`src/rtl/morse_symbol_tx.sv`:
```
// Morse transmitter: keys one packed 4-symbol character with standard unit timing.
// Define MORSE_TX_SYM_ECHO_EN to echo the raw symbols on sym_out/sym_load for loopback.
module morse_symbol_tx #(
   parameter int UNIT_CYCLES = 4
) (
   input  logic       clk,
   input  logic       rst,
   input  logic       in_valid,
   input  logic [7:0] in_data,
   output logic       in_ready,
   output logic       key,
   output logic       busy,
   output logic       done,
   output logic [1:0] sym_out,
   output logic       sym_load
);

   localparam int CW = $clog2(3 * UNIT_CYCLES);
   localparam logic [CW-1:0] CNT_ONE   = CW'(UNIT_CYCLES - 1);
   localparam logic [CW-1:0] CNT_THREE = CW'(3 * UNIT_CYCLES - 1);

   typedef enum logic [1:0] {
      IDLE = 2'd0,
      MARK = 2'd1,
      GAP  = 2'd2
   } state_t;

   state_t        state, state_next;
   logic [CW-1:0] cnt, cnt_next;
   logic [7:0]    shreg, shreg_next;
   logic [1:0]    idx, idx_next;
   logic          long_gap, long_gap_next;
   logic          done_next;
   logic          accept;
   logic          next_is_elem;

   function automatic logic is_elem(input logic [1:0] s);
      return (s == 2'b01) || (s == 2'b10);
   endfunction

   assign in_ready = (state == IDLE);
   assign busy     = ~in_ready;
   assign key      = (state == MARK);
   assign accept   = in_valid && in_ready;

   // The current symbol always sits in shreg[7:6]; its successor in [5:4].
   assign next_is_elem = (idx != 2'd3) && is_elem(shreg[5:4]);

   always_ff @(posedge clk or negedge rst) begin
      if (!rst) begin
         state    <= IDLE;
         cnt      <= '0;
         shreg    <= '0;
         idx      <= '0;
         long_gap <= 1'b0;
         done     <= 1'b0;
      end else begin
         state    <= state_next;
         cnt      <= cnt_next;
         shreg    <= shreg_next;
         idx      <= idx_next;
         long_gap <= long_gap_next;
         done     <= done_next;
      end
   end

   always_comb begin
      state_next    = state;
      cnt_next      = cnt;
      shreg_next    = shreg;
      idx_next      = idx;
      long_gap_next = long_gap;
      done_next     = 1'b0;
      case (state)
         IDLE: begin
            if (accept) begin
               shreg_next = in_data;
               idx_next   = 2'd0;
               if (is_elem(in_data[7:6])) begin
                  state_next = MARK;
                  cnt_next   = (in_data[7:6] == 2'b10) ? CNT_THREE : CNT_ONE;
               end else begin
                  done_next = 1'b1;
               end
            end
         end
         MARK: begin
            if (cnt == '0) begin
               state_next    = GAP;
               long_gap_next = !next_is_elem;
               cnt_next      = next_is_elem ? CNT_ONE : CNT_THREE;
            end else begin
               cnt_next = cnt - 1'b1;
            end
         end
         GAP: begin
            if (cnt == '0) begin
               // A long gap closes the character; a short one advances to the next symbol.
               if (long_gap) begin
                  state_next    = IDLE;
                  done_next     = 1'b1;
                  shreg_next    = '0;
                  idx_next      = 2'd0;
                  long_gap_next = 1'b0;
               end else begin
                  state_next = MARK;
                  shreg_next = {shreg[5:0], 2'b00};
                  idx_next   = idx + 2'd1;
                  cnt_next   = (shreg[5:4] == 2'b10) ? CNT_THREE : CNT_ONE;
               end
            end else begin
               cnt_next = cnt - 1'b1;
            end
         end
         default: begin
            state_next = IDLE;
            cnt_next   = '0;
         end
      endcase
   end

`ifdef MORSE_TX_SYM_ECHO_EN
   logic [5:0] echo_reg;
   logic [1:0] echo_left;

   // Echo replays all four raw symbols, end codes included, independent of keying.
   always_ff @(posedge clk or negedge rst) begin
      if (!rst) begin
         echo_reg  <= '0;
         echo_left <= '0;
         sym_out   <= 2'b00;
         sym_load  <= 1'b0;
      end else if (accept) begin
         sym_out   <= in_data[7:6];
         sym_load  <= 1'b1;
         echo_reg  <= in_data[5:0];
         echo_left <= 2'd3;
      end else if (echo_left != 2'd0) begin
         sym_out   <= echo_reg[5:4];
         sym_load  <= 1'b1;
         echo_reg  <= {echo_reg[3:0], 2'b00};
         echo_left <= echo_left - 2'd1;
      end else begin
         sym_out  <= 2'b00;
         sym_load <= 1'b0;
      end
   end
`else
   assign sym_out  = 2'b00;
   assign sym_load = 1'b0;
`endif

endmodule

```
`config.mk`:
```
export PLATFORM = sky130hd
export DESIGN_NAME = morse_symbol_tx
export DESIGN_NICKNAME = d
export VERILOG_FILES = /design/src/rtl/morse_symbol_tx.sv
export SDC_FILE = /design/constraint.sdc
export NUM_CORES = 1
export LEC_CHECK = 0
export BUFFER_PORTS_ARGS = -buffer_cell sky130_fd_sc_hd__clkbuf_2
export CAP_MARGIN = 20
export CORE_MARGIN = 2
export CORE_UTILIZATION = 57
export DETAILED_ROUTE_END_ITERATION = 10
export HOLD_SLACK_MARGIN = 0.05
export PLACE_DENSITY = 0.84
export SYNTH_ARGS = -nofsm -noshare
export SYNTH_HDL_FRONTEND = slang
export SYNTH_SLANG_ARGS = --single-unit
export TNS_END_PERCENT = 5
```
`constraint.sdc`:
```
create_clock -name clk -period 2.8 [get_ports clk]
set_clock_uncertainty 0.15 [all_clocks]
set_input_delay 0.14 -clock clk [delete_from_list [all_inputs] [get_ports clk]]
set_output_delay 0.14 -clock clk [all_outputs]
set_load 0.05 [all_outputs]
```
* After elaboration in Yosys (flattened, before gate mapping) *
Cells that the tools add are included.

cells by class
  $add $sub $neg = 2
  equality and inequality tests = 12
  mux-type cells = 31
  bitwise operators = 1
  reductions and logical operators = 13

operator list
  kind                   count
  $mux W4                8
  $mux W6                3
  $mux W2                7
  $pmux W4 S3            1
  $pmux W6 S2            1
  $reduce_and A3 Y1      3
  $mux W1                7
  $eq A2 B1 Y1 const B   3
  $eq A2 B2 Y1 const B   3
  $ne A2 B1 Y1 const B   3
  $pmux W2 S3            1
  $logic_not A4 Y1       1
  $ne A2 B2 Y1 const B   2
  $pmux W1 S2            2
  $pmux W2 S2            1
  $reduce_and A4 Y1      1
  $reduce_bool A2 Y1     2
  $sub A4 B1 Y4 const B  1
  $ne A3 B3 Y1 const B   1
  $add A2 B1 Y2 const B  1
  $logic_and A1 B1 Y1    2
  $logic_not A2 Y1       1
  $logic_or A1 B1 Y1     2
  $logic_not A1 Y1       1
  $not A1 Y1             1

storage, ports and cells
  bits in registers = 16
  input port bits = 11
  output and inout port bits = 7

* Longest topological paths before layout *
  depth in word-level cells = 6
  depth in mapped cells = 8
  mapped depth without buffers = 6

* Worst setup path before layout *
No wires, ideal clock.

  path kind = register to register
  from = register state[0]
  to = register cnt[0]
  arrival time = 2142 ps
  data required time = 2584 ps
  slack = 443 ps
  cell stages (with the launch flop) = 6
  path buffers = 1
  cell sequence = dfrtp_1 > buf_2 > nor2_1 > inv_1 > nand3_1 > a22o_1

between the ends
  longest elaborated chain between the ends = 4
  elaborated cells between the ends (all ways) = 9
  classes of those cells = 5 x eq/ne; 1 x mux; 3 x reduce/logical

ends and longest elaborated chain
  item                                RTL line  text
  start: declaration                  28        state_t state, state_next;
  start signal: assignment            58        state <= state_next;
  $logic_not A2 Y1 *                  41        assign in_ready = (state == IDLE);
  named net in_ready                  10        output logic in_ready,
  $logic_and A1 B1 Y1                 44        assign accept = in_valid && in_ready;
  $ne A2 B1 Y1 (no source line)       -
  $reduce_and A3 Y1 (no source line)  -
  end signal: assignment              59        cnt <= cnt_next;
  end: declaration                    29        logic [CW-1:0] cnt, cnt_next;

Mark *: on every way through the listed nets, which the timed path passes. The rest lies on a longest branch.
A chain may end at the register's enable or synchronous reset.

* Worst setup path in the final report *
  from = register cnt[0]
  to = register shreg[0]

between the ends
  longest elaborated chain between the ends = 3

ends and longest elaborated chain
  item                                RTL line  text
  $logic_not A4 Y1                    97        if (cnt == '0) begin
  $ne A2 B2 Y1 (no source line)       -
  $reduce_and A3 Y1 (no source line)  -
  end signal: assignment              60        shreg <= shreg_next;
  end: declaration                    30        logic [7:0] shreg, shreg_next;

No other way between the ends.

==> results_tabular.tex <==
\begin{tabular}{lr}
\hline
Metric & Value \\
\hline
\multicolumn{2}{l}{\textbf{Run status}} \\
\quad Status & completed \\
\multicolumn{2}{l}{\textbf{Power}} \\
\quad P\_leak & 0.547 nW \\
\quad PnR Total Power & 1.24 mW \\
\quad VDD IR max & 0.000648 V \\
\quad Pwr/cell area & 1080 mW/mm² \\
\multicolumn{2}{l}{\textbf{Cells and area}} \\
\quad Area growth syn-to-layout & 16.4\% \\
\quad Most frequent standard cell in the layout excluding fill and tap cells & dfrtp\_1 \\
\quad Number of antenna cells inserted & 0 \\
\quad Highest-count cells in the layout ignoring fill and taps & dfrtp\_1, clkbuf\_2, a21oi\_1 \\
\quad Ratio of cells with drive above 1 in the final layout & 17.5\% \\
\quad Final layout net count & 143 \\
\multicolumn{2}{l}{\textbf{Placed design}} \\
\quad Placed wire-length estimate & 1340 µm \\
\quad IO buf count & 14 \\
\quad Placer congestion estimate & 0.853 \\
\multicolumn{2}{l}{\textbf{Floorplan}} \\
\quad Top Ports & 18 \\
\quad Die ar. & 0.00207 mm² \\
\quad Chip width & 45.5 µm \\
\quad Die height & 45.5 µm \\
\quad Count of standard-cell rows & 14 \\
\quad Initial standard-cell utilization of the core & 63.0\% \\
\quad Area of the core & 0.00156 mm² \\
\multicolumn{2}{l}{\textbf{Synthesis}} \\
\quad Adder-cell share of the synthesized area & 6.37\% \\
\quad Synth warn & 0 \\
\quad Main combinational cell family by area after synthesis & compound AO/OA/AOI/OAI gates \\
\quad Compound-cell area share of the yosys netlist & 22.2\% \\
\quad Top flip-flop cell by instance count after synthesis & dfrtp\_1 \\
\quad Post-synthesis xor/xnor area fraction & 0\% \\
\quad Number of unique standard cell types used by synthesis & 34 \\
\quad Cell area after synthesis & 982 µm² \\
\quad Register area share after synthesis & 40.8\% \\
\quad Fraction of synthesis flops using an asynchronous set or reset pin & 100\% \\
\quad Number of storage elements in the synthesis netlist & 16 \\
\quad Number of enable-type register cells in the synthesized netlist & 0 \\
\quad Mux cell area share after synthesis & 1.02\% \\
\quad Simple-gate portion of the synthesized area & 20.3\% \\
\quad Synthesized area per cell & 9.27 µm² \\
\quad Number of cells produced by synthesis & 106 \\
\multicolumn{2}{l}{\textbf{Setup path}} \\
\quad CP Capture Type & flip-flop \\
\quad Maximum single-stage delay on the critical path & 0.55 ns \\
\quad Startpoint types & flip-flop \\
\quad Worst-path maximum fanout & 14 \\
\quad Data arrival time of the critical path & 2.61 ns \\
\quad Data required, critical path & 2.83 ns \\
\quad Setup slack on the worst flop-to-flop path & 0.22 ns \\
\quad Worst setup path start & cnt[0] \\
\quad Critical path start-end classification & flip-flop to flip-flop \\
\quad Startpoint of the worst register-to-register path & cnt[0] \\
\quad Master of the slowest instance on the critical path & dlygate4sd3\_1 \\
\quad Cell chain of the critical path & inv\_1 > ha\_1 > or3b\_1 > o2bb2a\_4 > a32o\_1 > dlygate4sd3\_1 \\
\multicolumn{2}{l}{\textbf{Route}} \\
\quad Vias after detailed routing & 821 \\
\quad Vias per cell & 5.78 \\
\quad Initial DRC count & 19 \\
\quad Drt pass-1 iters & 4 \\
\quad DRC violation count after routing & 0 \\
\quad Total detailed-routing wirelength & 1960 µm \\
\quad Final routed wire length divided by cell count & 13.8 µm \\
\quad Detail Route Antenna Nets & 0 \\
\multicolumn{2}{l}{\textbf{GRT}} \\
\quad Global-route wire length before repair & 3380 µm \\
\quad Gr usage total & 22.5\% \\
\quad Pin count of the biggest net entering global routing & 17 \\
\quad Number of antenna violations at the first check in global routing & 0 \\
\quad Overflow left after global routing & 0 \\
\quad Via count of the first global-routing pass & 800 \\
\multicolumn{2}{l}{\textbf{Timing}} \\
\quad Least-Margin Pin Slew & 0.538 ns \\
\quad RSZ-0062 raised after global routing & no \\
\quad Final number of max-transition violations & 0 \\
\quad Final setup TNS & 0 ns \\
\quad Max-slew headroom at the worst pin & 64.1\% \\
\quad Post-layout minimum cycle time & 2.58 ns \\
\quad Highest clock frequency the design can meet & 387 MHz \\
\quad Final critical-path share of the clock period & 92.2\% \\
\quad Finish-stage setup viols & 0 \\
\quad Fin. Hold Viols & 0 \\
\multicolumn{2}{l}{\textbf{Clock tree}} \\
\quad TritonCTS clock tree & done \\
\quad CTS Root Cell & clkbuf\_4 \\
\quad Cts repair resizes & 0 \\
\quad H-tree level count & 1 \\
\quad Number of buffers added by the clock tree synthesis step & 3 \\
\quad CTS sink cnt & 16 \\
\quad Clock latency on the worst-skew pair & 0.29 ns \\
\quad Register clock-pin slew on the reported worst setup and hold paths & 0.10 ns \\
\quad Number of setup buffers added after CTS & 0 \\
\quad CTS Hold Buffers Added & 9 \\
\quad Clock Path Buffers & 2 \\
\multicolumn{2}{l}{\textbf{Run}} \\
\quad Count of maximum capacitance violations & 0 \\
\multicolumn{2}{l}{\textbf{Worst hold path}} \\
\quad Min-delay worst type & input port to asynchronous set/reset pin \\
\hline
\end{tabular}
## worst max-delay path: cells and delay by family, from the launching register on
kind            cells  cell delay [ns]
buf+inv             2             0.65
compound gates      2             0.54
simple gates        1             0.51
flops               1             0.43
fa+ha+maj           1             0.19
## cell usage after synthesis, types with 2 or more instances
library cell   n  area (µm²)
a22o_1         3        26.3
buf_4          3        22.5
nand2b_1       3        18.8
a32o_1         2        20.0
inv_1          7        26.3
clkbuf_1       2        7.51
buf_6          2        22.5
nor2_1         7        26.3
buf_2          2        10.0
ha_1           5        62.6
o21ai_0        4        20.0
a21oi_1       11        55.1
o21ai_1        4        20.0
dfrtp_1       16         400
nand3_1        2        10.0
nor3b_1        6        45.0
nand2_1        9        33.8
a211oi_1       2        15.0
## path summary, 6_finish.rpt
check,end,cells after the start
max in group asynchronous,idx[1],2
min in group clk,done,4
worst max register to register,shreg[0],6
worst min-delay path,cnt[3],2
worst max-delay path,shreg[0],6
worst min register to register,shreg[2],2
## area by class of cell
cell class	instances	area, µm²
Clock buffer	4	36.3
Fill cell	126	415
Inverter	7	26.3
Multi-Input combinational cell	76	500
Sequential cell	16	400
Tap cell	16	20.0
Timing Repair Buffer	23	160
## metrics by stage
step / area, µm² / worst slack (ns) / std cells / util [%] / hold slack (ns)
global placement: 1020 / 0.744 / 129 / 65.2 / -0.0647
floorplan: 990 / 0.443 / 108 / - / -0.306
CTS: 1140 / 0.223 / 142 / 73.4 / 0.161
detailed placement: 1020 / 0.710 / 129 / 65.2 / -0.0658
finish: 1140 / 0.217 / 142 / 73.4 / 0.155
global route: 1140 / 0.0985 / 142 / 73.4 / 0.191
## layer usage
layer | part of all wire, % | GRT usage [%]
met1 | 44 | 28.1
met2 | 51 | 38.3
met3 | 3.3 | 2.38
met4 | 1.4 | 11.2
met5 | 0 | 0
## flip-flops by register name (all words and copies together) (netlist names)
| signal | count |
|---|---|
| cnt | 4 |
| done | 1 |
| idx | 2 |
| long_gap | 1 |
| shreg | 6 |
| state | 2 |
## cell families (layout without fill, tap and decap cells)
logic type,after synthesis,after routing
simple gates,35,35
compound gates,32,32
flops,16,16
buf+inv,16,34
fa+ha+maj,5,5
other cells,1,3
mux,1,1
## report_power, final
group	internal, mW	switching (mW)	leakage, nW
Combinational	0.260	0.400	0.327
Sequential	0.321	0.0982	0.199
Clock	0.0792	0.0780	0.0210
Power figures use the tool's default switching activity.
